[src/rtl/result_requant_wb_if.sv]
// Bundle of the control, results-SRAM read and unified-buffer write
// signals of the result requantize/writeback engine.
interface result_requant_wb_if #(
  parameter int ADDRESSSIZE    = 10,
  parameter int MATRIX_SIZE    = 32,
  parameter int PARTIAL_SUM_BW = 24,
  parameter int DATA_BW        = 8
);
  // job control
  logic                                start;
  logic [ADDRESSSIZE-1:0]              src_addr;
  logic [ADDRESSSIZE-1:0]              dst_addr;
  logic [ADDRESSSIZE:0]                num_rows;
  logic [3:0]                          shift;
  logic                                relu_en;
  logic                                busy;
  logic                                done;
  // results SRAM read port
  logic                                res_rd_en;
  logic [ADDRESSSIZE-1:0]              res_rd_addr;
  logic [PARTIAL_SUM_BW*MATRIX_SIZE-1:0] res_rd_data;
  // unified buffer write port
  logic                                ub_wr_en;
  logic [ADDRESSSIZE-1:0]              ub_wr_addr;
  logic [DATA_BW*MATRIX_SIZE-1:0]      ub_wr_data;
  logic                                ub_wr_ready;

  // the writeback engine
  modport slave (
    input  start, src_addr, dst_addr, num_rows, shift, relu_en,
    input  res_rd_data, ub_wr_ready,
    output busy, done, res_rd_en, res_rd_addr, ub_wr_en, ub_wr_addr, ub_wr_data
  );

  // the side that issues jobs and owns both memories
  modport master (
    output start, src_addr, dst_addr, num_rows, shift, relu_en,
    output res_rd_data, ub_wr_ready,
    input  busy, done, res_rd_en, res_rd_addr, ub_wr_en, ub_wr_addr, ub_wr_data
  );
endinterface

[src/rtl/result_requant_wb.sv]
// Result requantize/writeback engine: reads wide partial-sum rows from the
// results SRAM, applies ReLU, rounding right shift and saturation per lane,
// and writes the packed narrow rows into the unified buffer.
module result_requant_wb #(
  parameter int ADDRESSSIZE    = 10,
  parameter int MATRIX_SIZE    = 32,
  parameter int PARTIAL_SUM_BW = 24,
  parameter int DATA_BW        = 8
) (
  input  logic                clk,
  input  logic                rstn,
  result_requant_wb_if.slave  bus
);

  localparam int PSB = PARTIAL_SUM_BW;

  // Saturation bounds, sign-extended to the one-bit-wider arithmetic width.
  localparam logic signed [PSB:0] SAT_MAX =
    $signed({{(PSB-DATA_BW+2){1'b0}}, {(DATA_BW-1){1'b1}}});
  localparam logic signed [PSB:0] SAT_MIN =
    $signed({{(PSB-DATA_BW+2){1'b1}}, {(DATA_BW-1){1'b0}}});
  localparam logic [PSB:0] W_ONE = {{PSB{1'b0}}, 1'b1};

  typedef enum logic [2:0] {
    IDLE,
    RD,
    WAIT,
    WR,
    DONE
  } state_t;

  state_t                          r_state;
  logic [ADDRESSSIZE-1:0]          r_src;
  logic [ADDRESSSIZE-1:0]          r_dst;
  logic [ADDRESSSIZE:0]            r_num_rows;
  logic [ADDRESSSIZE:0]            r_idx;
  logic [3:0]                      r_shift;
  logic                            r_relu_en;
  logic                            r_busy;
  logic                            r_done;
  logic                            r_res_rd_en;
  logic [ADDRESSSIZE-1:0]          r_res_rd_addr;
  logic                            r_ub_wr_en;
  logic [ADDRESSSIZE-1:0]          r_ub_wr_addr;
  logic [DATA_BW*MATRIX_SIZE-1:0]  r_ub_wr_data;

  logic [ADDRESSSIZE:0]            w_idx_inc;
  logic [DATA_BW*MATRIX_SIZE-1:0]  w_quant;

  assign w_idx_inc = r_idx + {{ADDRESSSIZE{1'b0}}, 1'b1};

  // Half-LSB rounding constant for the current shift; zero when shift is 0.
  logic signed [PSB:0] w_bias;
  assign w_bias = $signed((W_ONE << r_shift) >> 1);

  // Per-lane quantizer. Arithmetic runs one bit wider than the lane so the
  // rounding add can never overflow, even for the most positive input.
  genvar gi;
  generate
    for (gi = 0; gi < MATRIX_SIZE; gi++) begin : g_lane
      logic signed [PSB-1:0] w_lane;
      logic signed [PSB:0]   w_relu;
      logic signed [PSB:0]   w_sum;
      logic signed [PSB:0]   w_shr;
      logic [DATA_BW-1:0]    w_sat;

      assign w_lane = $signed(bus.res_rd_data[PSB*gi +: PSB]);
      assign w_relu = (r_relu_en && w_lane[PSB-1]) ? '0 : {w_lane[PSB-1], w_lane};
      assign w_sum  = w_relu + w_bias;
      assign w_shr  = w_sum >>> r_shift;
      assign w_sat  = (w_shr > SAT_MAX) ? SAT_MAX[DATA_BW-1:0] :
                      (w_shr < SAT_MIN) ? SAT_MIN[DATA_BW-1:0] :
                                          w_shr[DATA_BW-1:0];
      assign w_quant[DATA_BW*gi +: DATA_BW] = w_sat;
    end
  endgenerate

  // Job sequencer: one read, one quantize, one (possibly stalled) write per row.
  always_ff @(posedge clk or negedge rstn) begin
    if (!rstn) begin
      r_state       <= IDLE;
      r_src         <= '0;
      r_dst         <= '0;
      r_num_rows    <= '0;
      r_idx         <= '0;
      r_shift       <= '0;
      r_relu_en     <= 1'b0;
      r_busy        <= 1'b0;
      r_done        <= 1'b0;
      r_res_rd_en   <= 1'b0;
      r_res_rd_addr <= '0;
      r_ub_wr_en    <= 1'b0;
      r_ub_wr_addr  <= '0;
      r_ub_wr_data  <= '0;
    end else begin
      case (r_state)
        IDLE: begin
          if (bus.start) begin
            r_busy <= 1'b1;
            if (bus.num_rows != '0) begin
              r_src         <= bus.src_addr;
              r_dst         <= bus.dst_addr;
              r_num_rows    <= bus.num_rows;
              r_shift       <= bus.shift;
              r_relu_en     <= bus.relu_en;
              r_idx         <= '0;
              r_res_rd_en   <= 1'b1;
              r_res_rd_addr <= bus.src_addr;
              r_state       <= RD;
            end else begin
              // empty job: no memory traffic, just the completion pulse
              r_done  <= 1'b1;
              r_state <= DONE;
            end
          end
        end
        RD: begin
          // read strobe lasts exactly one cycle; data arrives during WAIT
          r_res_rd_en <= 1'b0;
          r_state     <= WAIT;
        end
        WAIT: begin
          r_ub_wr_data <= w_quant;
          r_ub_wr_en   <= 1'b1;
          r_ub_wr_addr <= r_dst + r_idx[ADDRESSSIZE-1:0];
          r_state      <= WR;
        end
        WR: begin
          // write outputs hold unchanged until the buffer accepts them
          if (bus.ub_wr_ready) begin
            r_ub_wr_en <= 1'b0;
            r_idx      <= w_idx_inc;
            if (w_idx_inc == r_num_rows) begin
              r_done  <= 1'b1;
              r_state <= DONE;
            end else begin
              r_res_rd_en   <= 1'b1;
              r_res_rd_addr <= r_src + w_idx_inc[ADDRESSSIZE-1:0];
              r_state       <= RD;
            end
          end
        end
        DONE: begin
          r_done  <= 1'b0;
          r_busy  <= 1'b0;
          r_state <= IDLE;
        end
        default: begin
          r_res_rd_en <= 1'b0;
          r_ub_wr_en  <= 1'b0;
          r_done      <= 1'b0;
          r_busy      <= 1'b0;
          r_state     <= IDLE;
        end
      endcase
    end
  end

  assign bus.busy        = r_busy;
  assign bus.done        = r_done;
  assign bus.res_rd_en   = r_res_rd_en;
  assign bus.res_rd_addr = r_res_rd_addr;
  assign bus.ub_wr_en    = r_ub_wr_en;
  assign bus.ub_wr_addr  = r_ub_wr_addr;
  assign bus.ub_wr_data  = r_ub_wr_data;

endmodule

[src/flat_wrapper.sv]
// flat-port wrapper written by rule: the top's interface ports become plain ports
module result_requant_wb_flat 
#(
  parameter int ADDRESSSIZE    = 10,
  parameter int MATRIX_SIZE    = 32,
  parameter int PARTIAL_SUM_BW = 24,
  parameter int DATA_BW        = 8
)
  (clk, rstn, bus_start, bus_src_addr, bus_dst_addr, bus_num_rows, bus_shift, bus_relu_en, bus_res_rd_data, bus_ub_wr_ready, bus_busy, bus_done, bus_res_rd_en, bus_res_rd_addr, bus_ub_wr_en, bus_ub_wr_addr, bus_ub_wr_data);
  result_requant_wb_if #(.ADDRESSSIZE(ADDRESSSIZE), .MATRIX_SIZE(MATRIX_SIZE), .PARTIAL_SUM_BW(PARTIAL_SUM_BW), .DATA_BW(DATA_BW)) bus_i ();
  input  logic clk;
  input  logic rstn;
  input wire logic [$bits(bus_i.start)-1:0] bus_start;
  input wire logic [$bits(bus_i.src_addr)-1:0] bus_src_addr;
  input wire logic [$bits(bus_i.dst_addr)-1:0] bus_dst_addr;
  input wire logic [$bits(bus_i.num_rows)-1:0] bus_num_rows;
  input wire logic [$bits(bus_i.shift)-1:0] bus_shift;
  input wire logic [$bits(bus_i.relu_en)-1:0] bus_relu_en;
  input wire logic [$bits(bus_i.res_rd_data)-1:0] bus_res_rd_data;
  input wire logic [$bits(bus_i.ub_wr_ready)-1:0] bus_ub_wr_ready;
  output wire logic [$bits(bus_i.busy)-1:0] bus_busy;
  output wire logic [$bits(bus_i.done)-1:0] bus_done;
  output wire logic [$bits(bus_i.res_rd_en)-1:0] bus_res_rd_en;
  output wire logic [$bits(bus_i.res_rd_addr)-1:0] bus_res_rd_addr;
  output wire logic [$bits(bus_i.ub_wr_en)-1:0] bus_ub_wr_en;
  output wire logic [$bits(bus_i.ub_wr_addr)-1:0] bus_ub_wr_addr;
  output wire logic [$bits(bus_i.ub_wr_data)-1:0] bus_ub_wr_data;
  assign bus_i.start = bus_start;
  assign bus_i.src_addr = bus_src_addr;
  assign bus_i.dst_addr = bus_dst_addr;
  assign bus_i.num_rows = bus_num_rows;
  assign bus_i.shift = bus_shift;
  assign bus_i.relu_en = bus_relu_en;
  assign bus_i.res_rd_data = bus_res_rd_data;
  assign bus_i.ub_wr_ready = bus_ub_wr_ready;
  assign bus_busy = bus_i.busy;
  assign bus_done = bus_i.done;
  assign bus_res_rd_en = bus_i.res_rd_en;
  assign bus_res_rd_addr = bus_i.res_rd_addr;
  assign bus_ub_wr_en = bus_i.ub_wr_en;
  assign bus_ub_wr_addr = bus_i.ub_wr_addr;
  assign bus_ub_wr_data = bus_i.ub_wr_data;
  result_requant_wb #(.ADDRESSSIZE(ADDRESSSIZE), .MATRIX_SIZE(MATRIX_SIZE), .PARTIAL_SUM_BW(PARTIAL_SUM_BW), .DATA_BW(DATA_BW)) u_core (.clk(clk), .rstn(rstn), .bus(bus_i));
endmodule
[config.mk]
export PLATFORM = sky130hd
export DESIGN_NAME = result_requant_wb_flat
export DESIGN_NICKNAME = d
export VERILOG_FILES = /design/src/rtl/result_requant_wb_if.sv /design/src/rtl/result_requant_wb.sv /design/src/flat_wrapper.sv
export SDC_FILE = /design/constraint.sdc
export NUM_CORES = 2
export LEC_CHECK = 0
export ABC_AREA = 0
export CAP_MARGIN = 20
export CORE_MARGIN = 2
export CORE_UTILIZATION = 47
export CTS_CLUSTER_SIZE = 20
export DETAILED_ROUTE_END_ITERATION = 12
export HOLD_SLACK_MARGIN = 0.03
export PLACE_DENSITY = 0.69
export SLEW_MARGIN = 25
export SYNTH_ARGS = -nofsm -noshare
export SYNTH_HDL_FRONTEND = slang
export SYNTH_SLANG_ARGS = --single-unit
[constraint.sdc]
create_clock -name clk -period 11.13 [get_ports clk]
set_clock_uncertainty 0.15 [all_clocks]
set_input_delay 3.339 -clock clk [delete_from_list [all_inputs] [get_ports clk]]
set_output_delay 3.339 -clock clk [all_outputs]
set_load 0.05 [all_outputs]
==> impl_results.md <==
* GRT Residual Overflow at 0
* FF-to-FF setup slack at 2.43 ns
* Die area at 211000 µm²
* Initial Utilization at 47.2%
* Final setup violating endpoints at 0
* Chip Width at 459 µm
* Status: finished, final reports clean
* Syn Area/Cell at 6.88 µm²
* Most common cell in the netlist: nand2_1
* Most frequent cells after synthesis: nand2_1, nor2_1, a21oi_1
* Number of global-route vias before repair at 109000
* Routed vias at 122000
* Synthesis-stage register bit count at 330
* Vias per cell at 7.05
* Clock power share at 5.1%
* Compound-cell area share of the yosys netlist at 37.0%
* Final WL at 513000 µm
* Resized cells post-CTS at 0
* Fin cells at 17200
* Sequential share of power at 6.9%
* Adder-Cell Fraction of Synth Area at 5.94%
* Net Switching at 0.0219 W
* CTS max path bufs at 3
* TritonCTS Buffers at 50
* Worst Tran Pin Value at 1.20 ns
* Tmin final at 9.28 ns
* Synth Warn # at 0
* Area Growth Syn to Fin at 14.4%
* CTS tree: done
* Cell taking the most area after synthesis: dfrtp_1
* Highest clock rate at 108 MHz
* Fin. Hold Viols at 0
* Pwr Total at 0.0348 W
* Crit end category: register
* Syn Inst Count at 14100
* Root Buffer: clkbuf_16
* Sw Ratio at 62.9%
* VDD IR max at 293 µV
* Ys async rst share at 100%
* First-pass GRT wire length at 736000 µm
* Top FF cell, synth: dfrtp_1
* Syn Nets at 15400
* Dominant cells by area after synthesis: dfrtp_1, nand2_1, mux2i_1
* Iter 0 DRT Violations at 16600
* # DRC at 0
* CP Class: in2reg
* Share of the clock period used by the worst path at 83.4%
* Largest net degree at the start of global routing at 135
* Clock slew at reported path FFs at 0.06 ns
* Slew Limit Fails at 0
* Cell Area, Synth at 97300 µm²
* Die Span Y at 459 µm
* Total core area at 206000 µm²
* FILL cells at 20500
* Max-cap check violation count at 0
* Post-route ant nets at 0
* Power Density at 313 nW/µm²
* CTS sink count at 330
* Post-DP HPWL at 377000 µm
* Cell leakage power at 44.4 nW
* Pint at 0.0129 W
* Combinational family with the most area after synthesis: compound AO/OA/AOI/OAI gates
* Setup TNS at 0 ns
* Mux share of post-synthesis cell area at 10.9%
* Post-Synth Simple-Gate Area at 26.0%
* WL/cell at 29.8 µm
* HP Class: reg2reg
* CP arrival at 9.77 ns
* Layout cells sized above 1 at 6.87%
* Tot GR Track Use at 45.9%
* GPL Wtd Cong at 1.07
* Clock latency on the worst-skew pair at 0.74 ns
* Number of synthesized flops with an enable pin at 0
* Xor-xnor portion of the synthesized cell area at 6.38%
* Placed insts at 17100
* Hold-fix buffers, CTS at 0
* Synth cell types at 133
* Initial antenna violation count at 60
* Port bufs at 1087
* Unrepaired setup endpoints after global routing: false
* 1st-pass router iterations at 10
* Top cell type's share of synthesized area at 8.48%
* Post-synthesis sequential area ratio at 8.48%
* Slew HR at 19.9%
* Nets at 15700
* Combinational fraction of design power at 87.9%
* H-Tree Depth at 2
* # Post-CTS Setup Buffers at 0
* FP Rows at 167
* Critical Path RT at 11.62 ns
* I/O pin cnt at 1088
* CP max FO at 30
* CP startpoint kind: input pin
[kinds of logic after synthesis]
family                   after synthesis
adder cells (fa/ha/maj)              467
AO/OA/AOI/OAI                       5237
AND/OR/NAND/NOR                     5223
buffers and inverters               1256
multiplexers                         920
flip-flops                           330
XOR/XNOR                             709
[critical path, cell delays in order]
cell,delay [ns]
clkdlybuf4s50_1,0.71
nand2_1,0.61
and2_1,0.40
ha_1,0.34
a21oi_1,0.19
o21ai_0,0.17
a221o_1,0.40
a2111oi_0,0.83
a21oi_1,0.38
o31ai_1,0.39
nor3_1,0.13
o21ai_0,0.32
nand2_1,0.10
o21a_1,0.17
o31a_1,0.28
or4_1,0.49
a21oi_2,0.30
a221o_1,0.20
[worst paths after layout]
path	startpoint	end	cells after the start
worst max-delay path	bus_res_rd_data[215]	u_core.bus.ub_wr_data[67]$_DFFE_PN0P_	18
worst min-delay path	u_core.bus.ub_wr_addr[7]$_DFFE_PN0P_	u_core.bus.ub_wr_addr[7]$_DFFE_PN0P_	2
max in group asynchronous	rstn	u_core.bus.ub_wr_data[16]$_DFFE_PN0P_	3
worst max register to register	u_core.r_shift[3]$_DFFE_PN0P_	u_core.bus.ub_wr_data[19]$_DFFE_PN0P_	20
min in group asynchronous	rstn	u_core.bus.ub_wr_addr[6]$_DFFE_PN0P_	1
worst min register to register	u_core.bus.ub_wr_addr[7]$_DFFE_PN0P_	u_core.bus.ub_wr_addr[7]$_DFFE_PN0P_	2
[sequential cells by signal, summed over array words and instances (netlist names)]
signal                  cells
u_core.bus.busy             1
u_core.bus.done             1
u_core.bus.res_rd_addr     10
u_core.bus.res_rd_en        1
u_core.bus.ub_wr_addr      10
u_core.bus.ub_wr_data     256
u_core.bus.ub_wr_en         1
u_core.r_dst               10
u_core.r_idx               11
u_core.r_num_rows          11
u_core.r_relu_en            1
u_core.r_shift              4
u_core.r_src               10
u_core.r_state              3
[through the flow]
step | hold slack (ns) | util [%] | cell area, µm² | setup slack (ns)
5_1_grt | 0.357 | 53.9 | 111000 | 1.38
3_3_place_gp | 0.311 | 53.0 | 109000 | 1.38
2_1_floorplan | 0.319 | - | 97300 | 2.65
4_1_cts | 0.335 | 53.9 | 111000 | 2.05
3_5_place_dp | 0.320 | 53.0 | 109000 | 1.32
6_report | 0.329 | 53.9 | 111000 | 1.85
[cell type report]
type                    count  area (µm²)  area share [%]
clock buffers              63        1350            1.21
inverters                 199         778           0.699
diodes                     47         118           0.106
repair buffers           1302       12700            11.4
multi-input cells       12600       84400            75.8
flip-flops and latches    330        8280            7.43
well taps                2704        3380            3.04
clock inverters            29         352           0.316
[cell usage in the layout, fill, tap and decap left out, types with 237 or more instances in the layout]
cell type | synthesis | final
ha_1 | 435 | 435
a21o_1 | 316 | 316
o21ai_0 | 865 | 864
o211ai_1 | 265 | 265
a211oi_1 | 335 | 335
clkdlybuf4s50_1 | 0 | 1082
mux2_2 | 250 | 250
xnor2_1 | 459 | 459
dfrtp_1 | 330 | 325
and2_1 | 562 | 561
nor2_1 | 1299 | 1264
nand3_1 | 425 | 424
nand2_1 | 1565 | 1546
a21oi_1 | 1157 | 1157
a31oi_1 | 237 | 237
xor2_1 | 250 | 250
mux2i_1 | 586 | 586
nor3_1 | 275 | 274
[power groups by stage]
stage | Clock [W] | Sequential [W] | Combinational, W
floorplan | 0 | 0.00341 | 0.0190
detailed placement | 0 | 0.00239 | 0.0292
global route | 0.00184 | 0.00243 | 0.0322
global placement | 0 | 0.00239 | 0.0293
CTS | 0.00180 | 0.00238 | 0.0294
finish | 0.00179 | 0.00242 | 0.0306
[layer usage]
metal	routed length [µm]	global-route usage (%)	share of wire, %	up-vias
li1	-	-	-	54500
met1	193000	57.0	38	56900
met2	207000	65.8	40	8243
met3	66200	13.9	13	1807
met4	46800	35.7	9.1	22
met5	136	0	0.027	-
(Power assumes the default switching activity.)
